## config.mk

```make
export PLATFORM = sky130hd
export DESIGN_NAME = fetch_stage
export DESIGN_NICKNAME = d
export VERILOG_FILES = /design/src/rtl/fetch_stage.sv
export SDC_FILE = /design/constraint.sdc
export NUM_CORES = 1
export LEC_CHECK = 0
export BUFFER_PORTS_ARGS = -buffer_cell sky130_fd_sc_hd__clkbuf_2
export CORE_UTILIZATION = 35
export CTS_BUF_LIST = sky130_fd_sc_hd__clkbuf_4 sky130_fd_sc_hd__clkbuf_8
export DETAILED_ROUTE_END_ITERATION = 10
export PLACE_DENSITY = 0.53
export SKIP_CTS_REPAIR_TIMING = 1
export SYNTH_ARGS = -nofsm -noshare
export SYNTH_HDL_FRONTEND = slang
export SYNTH_SLANG_ARGS = --single-unit
export TNS_END_PERCENT = 10
```

## constraint.sdc

```tcl
create_clock -name clk -period 34.6 [get_ports clk]
set_input_delay 8.65 -clock clk [delete_from_list [all_inputs] [get_ports clk]]
set_output_delay 8.65 -clock clk [all_outputs]
set_load 0.01 [all_outputs]
```

## src/rtl/fetch_stage.sv

```systemverilog
// Pipeline fetch stage: owns the fetch PC, keeps one instruction-memory read in flight
// and queues returned words in a small FIFO that feeds decode through a valid/ready handshake.
module fetch_stage #(
    parameter logic [31:0] RESET_PC  = 32'h0000_0000,
    parameter int unsigned BUF_DEPTH = 2
) (
    input  logic        clk,
    input  logic        rst,
    output logic        imem_req,
    output logic [31:0] imem_addr,
    input  logic        imem_ack,
    input  logic [31:0] imem_rdata,
    input  logic        redirect,
    input  logic [31:0] redirect_pc,
    input  logic        dec_ftch_ready,
    output logic        ftch_dec_valid,
    output logic [31:0] ftch_dec_instr,
    output logic [31:0] ftch_dec_pc
);

    localparam int unsigned PTR_W   = (BUF_DEPTH > 1) ? $clog2(BUF_DEPTH) : 1;
    localparam int unsigned CNT_W   = $clog2(BUF_DEPTH + 1);
    localparam logic [CNT_W-1:0] DEPTH_C = CNT_W'(BUF_DEPTH);
    localparam logic [31:0] NOP     = 32'h0000_0013;

    typedef enum logic [1:0] {
        ST_ISSUE = 2'd0,
        ST_WAIT  = 2'd1,
        ST_DROP  = 2'd2
    } state_e;

    state_e             state_q, state_d;
    logic [31:0]        fetch_pc_q, fetch_pc_d;
    logic [31:0]        pend_pc_q, pend_pc_d;
    logic [CNT_W-1:0]   count_q, count_d;
    logic [PTR_W-1:0]   rd_ptr_q, rd_ptr_d;
    logic [PTR_W-1:0]   wr_ptr_q, wr_ptr_d;
    logic               valid_q, valid_d;
    logic [31:0]        instr_q, instr_d;
    logic [31:0]        pc_q, pc_d;
    logic [31:0]        buf_instr_q [BUF_DEPTH];
    logic [31:0]        buf_pc_q    [BUF_DEPTH];

    logic               pop_en;
    logic               push_en;
    logic               issue_en;
    logic [CNT_W-1:0]   cnt_pushpop;
    logic               unused_rpc_low;

    // Low redirect PC bits are dropped: fetch is always word aligned.
    assign unused_rpc_low = ^redirect_pc[1:0];

    // Handshake decisions; redirect overrides push, pop and issue.
    always_comb begin
        pop_en      = valid_q && dec_ftch_ready && !redirect;
        push_en     = (state_q == ST_WAIT) && imem_ack && !redirect;
        cnt_pushpop = count_q + CNT_W'(push_en) - CNT_W'(pop_en);
        issue_en    = 1'b0;
        case (state_q)
            ST_ISSUE: issue_en = (count_q < DEPTH_C) && !redirect;
            ST_WAIT:  issue_en = push_en && (cnt_pushpop < DEPTH_C);
            default:  issue_en = 1'b0;
        endcase
        issue_en = issue_en && !rst;
    end

    assign imem_req       = issue_en;
    assign imem_addr      = fetch_pc_q;
    assign ftch_dec_valid = valid_q;
    assign ftch_dec_instr = instr_q;
    assign ftch_dec_pc    = pc_q;

    always_comb begin
        state_d    = state_q;
        fetch_pc_d = fetch_pc_q;
        pend_pc_d  = pend_pc_q;
        count_d    = count_q;
        rd_ptr_d   = rd_ptr_q;
        wr_ptr_d   = wr_ptr_q;
        valid_d    = valid_q;
        instr_d    = instr_q;
        pc_d       = pc_q;

        case (state_q)
            ST_ISSUE: if (issue_en) state_d = ST_WAIT;
            ST_WAIT: begin
                if (redirect)      state_d = imem_ack ? ST_ISSUE : ST_DROP;
                else if (imem_ack) state_d = issue_en ? ST_WAIT : ST_ISSUE;
            end
            ST_DROP:  if (imem_ack) state_d = ST_ISSUE;
            default:  state_d = ST_ISSUE;
        endcase

        if (issue_en) begin
            fetch_pc_d = fetch_pc_q + 32'd4;
            pend_pc_d  = fetch_pc_q;
        end

        if (redirect) begin
            fetch_pc_d = {redirect_pc[31:2], 2'b00};
            count_d    = '0;
            rd_ptr_d   = '0;
            wr_ptr_d   = '0;
        end else begin
            count_d = cnt_pushpop;
            if (push_en) wr_ptr_d = wr_ptr_q + PTR_W'(1);
            if (pop_en)  rd_ptr_d = rd_ptr_q + PTR_W'(1);
        end

        // Head registers track the entry at rd_ptr_d; a push into an empty buffer bypasses storage.
        valid_d = (count_d != '0);
        instr_d = NOP;
        if (count_d != '0) begin
            if ((count_q - CNT_W'(pop_en)) == '0) begin
                instr_d = imem_rdata;
                pc_d    = pend_pc_q;
            end else begin
                instr_d = buf_instr_q[rd_ptr_d];
                pc_d    = buf_pc_q[rd_ptr_d];
            end
        end
    end

    always_ff @(posedge clk or posedge rst) begin
        if (rst) begin
            state_q    <= ST_ISSUE;
            fetch_pc_q <= RESET_PC;
            pend_pc_q  <= RESET_PC;
            count_q    <= '0;
            rd_ptr_q   <= '0;
            wr_ptr_q   <= '0;
            valid_q    <= 1'b0;
            instr_q    <= NOP;
            pc_q       <= RESET_PC;
            for (int unsigned i = 0; i < BUF_DEPTH; i++) begin
                buf_instr_q[PTR_W'(i)] <= '0;
                buf_pc_q[PTR_W'(i)]    <= '0;
            end
        end else begin
            state_q    <= state_d;
            fetch_pc_q <= fetch_pc_d;
            pend_pc_q  <= pend_pc_d;
            count_q    <= count_d;
            rd_ptr_q   <= rd_ptr_d;
            wr_ptr_q   <= wr_ptr_d;
            valid_q    <= valid_d;
            instr_q    <= instr_d;
            pc_q       <= pc_d;
            if (push_en) begin
                buf_instr_q[wr_ptr_q] <= imem_rdata;
                buf_pc_q[wr_ptr_q]    <= pend_pc_q;
            end
        end
    end

endmodule
```

==> flow_summary_export.csv <==
group,metric,value,unit
setup_path,crit_path_top_delay_cell,"sky130_fd_sc_hd__inv_2",
place,detailedPlace.worstSlack,14.36,ns
synthesis,seq_area_frac_synth,56.5,%
cts,cts_tree,"done",
detailed_routing,drt-initial-drc-count,467,
synthesis,ys_ff_latch,253,
timing,finalSetupTns,0,ns
synthesis,syn_area_per_cell,11.3,um2
detailed_routing,vias,8011,
timing,maxSlewViolCount,0,
cts,root_buffer,"sky130_fd_sc_hd__clkbuf_8",
synthesis,synth.lib_cells_used.distinct,55,
timing,worst_slack,14.33,ns
synthesis,netlist_instances,996,
place,hpwlAfterDp,16800,um
synthesis,ys_warn_count,0,
timing,finalHoldViolCount,0,
synthesis,yosysTopAreaCell,"sky130_fd_sc_hd__dfrtp_1",
timing,final.min_clock_period,20.27,ns
detailed_routing,first_pass_iteration_count_of_the_detailed_router,4,
cts,cts.sinks,253,
detailed_routing,detailed_route_drc_error_count,0,
global_route,antenna_violations_before_repair,1,
floorplan,num_rows,65,
global_route,number_of_global_route_vias_before_repair,8035,
timing,setup_clock_skew_after_layout,0.0187,ns
timing,tightest_slew,1.17,ns
detailed_routing,met1Wirelength,13300,um
synthesis,synth_largest_type_area_fraction,55.8,%
final_layout,drive_above_1_share,33.2,%
setup_path,sort_of_element_at_the_end_of_the_critical_path,"primary output",
synthesis,synth_async_sr_flop_share,100,%
synthesis,synth_top_flop_cell,"sky130_fd_sc_hd__dfrtp_1",
timing,rsz0062_at_grt,"no",
detailed_routing,routedWlPerCell,17.6,um
global_route,grt_first_pass_wirelength,45000,um
power,power.density_cell_area,63.8,nW/um2
timing,setup_violations,0,
detailed_routing,drtAntennaViolNets,0,
timing,max_freq,49.3,MHz
setup_path,worstPathCellList,"clkbuf_2 -> buf_4 -> nor2_1 -> nand3_1 -> ha_1 -> inv_1 -> ha_1 -> xor2_1 -> nand4_1 -> a21o_2 -> inv_2 -> clkbuf_2",
global_route,grt_max_degree,113,
setup_path,worst-endpoint-required,25.95,ns
setup_path,slowest_delay,0.47,ns
cts,numCtsBuffers,46,
final_layout,fillCellCount,3102,
detailed_routing,detailroute.wirelength.met2,12500,um
final_layout,final_net_count,1220,
cts,clock_latency,0.55,ns
synthesis,synth_top_cells_by_area,"sky130_fd_sc_hd__dfrtp_1, sky130_fd_sc_hd__mux2_2, sky130_fd_sc_hd__nand2_1",
final_layout,area_growth,18.4,%
detailed_routing,vias_per_cell,5.07,
global_route,gr-total-overflow,0,
timing,slew_headroom,21.9,%
synthesis,synthesis.area,11200,um2
job,timing.max_cap.violations,0,
detailed_routing,met3WireLength,1280,um
floorplan,starting_utilization_of_the_core_area,35.5,%
power,report.power.total,847,uW
cts,cts_buffer_depth,3,
synthesis,edff_count_synth,0,
power,vdd.ir_drop.worst,0.0000339,V
setup_path,cp_top_family,"buffers and inverters",
setup_path,crit_buf_inv,5,
floorplan,fp.dieArea,32700,um2
place,portbufs,160,
detailed_routing,finalWirelength,27700,um
setup_path,worst-path-max-fanout,40,
floorplan,io-pin-count,167,
setup_path,setup.worst_path.class,"in -> out",
power,static-leakage-power,6.25,nW
status,outcome,"finished clean",
global_route,grt_use_total,17.3,%
setup_path,timing.critical_path.from_type,"input port",
detailed_routing,top_layer_used,"met4",
place,finalWeightedCongestion,0.807,
min_path,timing.hold.worst.class,"reg -> reg",
floorplan,core_area,31600,um2
floorplan,floorplan.die.width,181,um
floorplan,die-height,181,um
timing,layout_worst_path_cycle_share,58.6,%
setup_path,worst_ep_arrival_time,11.62,ns
cts,h_tree_depth,2,
cts,clk_pin_slew,0.06,ns
## kinds of logic (layout without fill, tap and decap cells)
family          count (synthesis)  after routing  synth area share (%)
other cells                     1              5                0.0335
fa+ha+maj                       3              3                 0.335
buf+inv                        80            257                  2.98
simple gates                  343            343                  14.3
mux                           154            154                  15.1
xor+xnor                        5              5                 0.391
compound gates                157            157                  10.3
flops                         253            253                  56.5
## layer usage
| metal | up-vias | track usage, % |
|---|---|---|
| met2 | 165 | 26.7 |
| met4 | 0 | 5.32 |
| met1 | 3930 | 24.3 |
| met5 | - | 0 |
| met3 | 47 | 3.65 |
| li1 | 3869 | - |
## power breakdown
group          internal (mW)  total [mW]  switching, mW
logic                 0.0780       0.165         0.0866
registers              0.361       0.402         0.0412
clock network          0.159       0.281          0.122
## layout by cell type (no fill, tap or decap), types with 3 or more instances in the layout
cell	instances
sky130_fd_sc_hd__dfrtp_1	250
sky130_fd_sc_hd__clkbuf_2	160
sky130_fd_sc_hd__nand2_1	147
sky130_fd_sc_hd__mux2_2	122
sky130_fd_sc_hd__nor2_1	81
sky130_fd_sc_hd__a211oi_1	64
sky130_fd_sc_hd__clkbuf_8	55
sky130_fd_sc_hd__nor2b_1	38
sky130_fd_sc_hd__o31ai_1	36
sky130_fd_sc_hd__mux2i_1	30
sky130_fd_sc_hd__nand3_1	20
sky130_fd_sc_hd__clkbuf_4	15
sky130_fd_sc_hd__o21ai_0	12
sky130_fd_sc_hd__o311ai_0	12
sky130_fd_sc_hd__buf_4	12
sky130_fd_sc_hd__or4_1	11
sky130_fd_sc_hd__a31oi_1	11
sky130_fd_sc_hd__nand4_1	7
sky130_fd_sc_hd__or3_1	6
sky130_fd_sc_hd__inv_1	6
sky130_fd_sc_hd__and4_1	5
sky130_fd_sc_hd__o41ai_1	4
sky130_fd_sc_hd__conb_1	4
sky130_fd_sc_hd__nand2b_1	3
sky130_fd_sc_hd__a21oi_1	3
sky130_fd_sc_hd__nand3b_1	3
sky130_fd_sc_hd__nor3_1	3
sky130_fd_sc_hd__and2_1	3
sky130_fd_sc_hd__xnor2_1	3
sky130_fd_sc_hd__or2_2	3
sky130_fd_sc_hd__ha_1	3
sky130_fd_sc_hd__clkinvlp_4	3
sky130_fd_sc_hd__dfstp_2	3
## flip-flops by register name, summed over array words and instances (netlist names), 2 cells and up
name            cells
buf_instr_q        64
buf_pc_q           60
ftch_dec_instr     32
ftch_dec_pc        30
imem_addr          30
pend_pc_q          30
count_q             2
state_q             2
## cell type report
type / count / area (um2) / area share [%]
flip-flops and latches: 253 / 6330 / 47.7
repair buffers: 172 / 891 / 6.71
inverters: 9 / 41.3 / 0.311
multi-input cells: 666 / 4590 / 34.6
well taps: 402 / 503 / 3.79
clock inverters: 6 / 41.3 / 0.311
diodes: 1 / 2.50 / 0.0189
clock buffers: 70 / 870 / 6.55
## final timing paths
path	endpoint	slack [ns]	cells after the start	startpoint
worst max-delay path	imem_req	14.33	12	redirect
worst min-delay path	ftch_dec_pc[29]	0.48	2	ftch_dec_pc[29]
worst max register to register	ftch_dec_pc[18]	30.58	10	state_q[1]
worst min register to register	ftch_dec_pc[29]	0.48	2	ftch_dec_pc[29]
max in group asynchronous	buf_instr_q[11]	24.78	3	rst
min in group asynchronous	imem_addr[26]	8.30	2	rst
## synth_stat cells, types with 2 or more instances
library cell and instances:
sky130_fd_sc_hd__dfrtp_1 250, sky130_fd_sc_hd__nand2_1 147, sky130_fd_sc_hd__mux2_2 122, sky130_fd_sc_hd__nor2_1 83, sky130_fd_sc_hd__a211oi_1 64, sky130_fd_sc_hd__clkbuf_1 54, sky130_fd_sc_hd__nor2b_1 38, sky130_fd_sc_hd__o31ai_1 36
sky130_fd_sc_hd__mux2i_1 30, sky130_fd_sc_hd__nand3_1 20, sky130_fd_sc_hd__o21ai_0 12, sky130_fd_sc_hd__o311ai_0 12, sky130_fd_sc_hd__a31oi_1 11, sky130_fd_sc_hd__or4_1 11, sky130_fd_sc_hd__inv_1 7, sky130_fd_sc_hd__nand4_1 7
sky130_fd_sc_hd__or3_1 6, sky130_fd_sc_hd__and4_1 5, sky130_fd_sc_hd__buf_1 5, sky130_fd_sc_hd__buf_2 5, sky130_fd_sc_hd__buf_4 5, sky130_fd_sc_hd__a21oi_1 4, sky130_fd_sc_hd__o41ai_1 4, sky130_fd_sc_hd__or2_2 4
sky130_fd_sc_hd__and2_1 3, sky130_fd_sc_hd__dfstp_2 3, sky130_fd_sc_hd__ha_1 3, sky130_fd_sc_hd__nand2b_1 3, sky130_fd_sc_hd__nand3b_1 3, sky130_fd_sc_hd__nor3_1 3, sky130_fd_sc_hd__xnor2_1 3, sky130_fd_sc_hd__a21o_1 2
sky130_fd_sc_hd__a221o_1 2, sky130_fd_sc_hd__and3_1 2, sky130_fd_sc_hd__mux2_1 2, sky130_fd_sc_hd__nand4b_1 2, sky130_fd_sc_hd__nor3b_1 2, sky130_fd_sc_hd__o211ai_1 2, sky130_fd_sc_hd__o21ai_1 2, sky130_fd_sc_hd__xor2_1 2
## through the flow
stage | instances | util [%] | cell area [um2] | hold slack [ns]
4_1_cts | 1578 | 42.0 | 13300 | 0.480
3_5_place_dp | 1502 | 39.2 | 12400 | 0.467
3_3_place_gp | 1502 | 39.2 | 12400 | 0.462
6_report | 1579 | 42.1 | 13300 | 0.476
2_1_floorplan | 999 | - | 11200 | 0.450
5_1_grt | 1579 | 42.1 | 13300 | 0.508
## worst min-delay path, stage by stage (launching register included)
cell                      delay [ns]
sky130_fd_sc_hd__dfrtp_1        0.34
sky130_fd_sc_hd__nand2_1        0.05
sky130_fd_sc_hd__o31ai_1        0.05
Note: power is estimated with default switching activity, not from simulation.
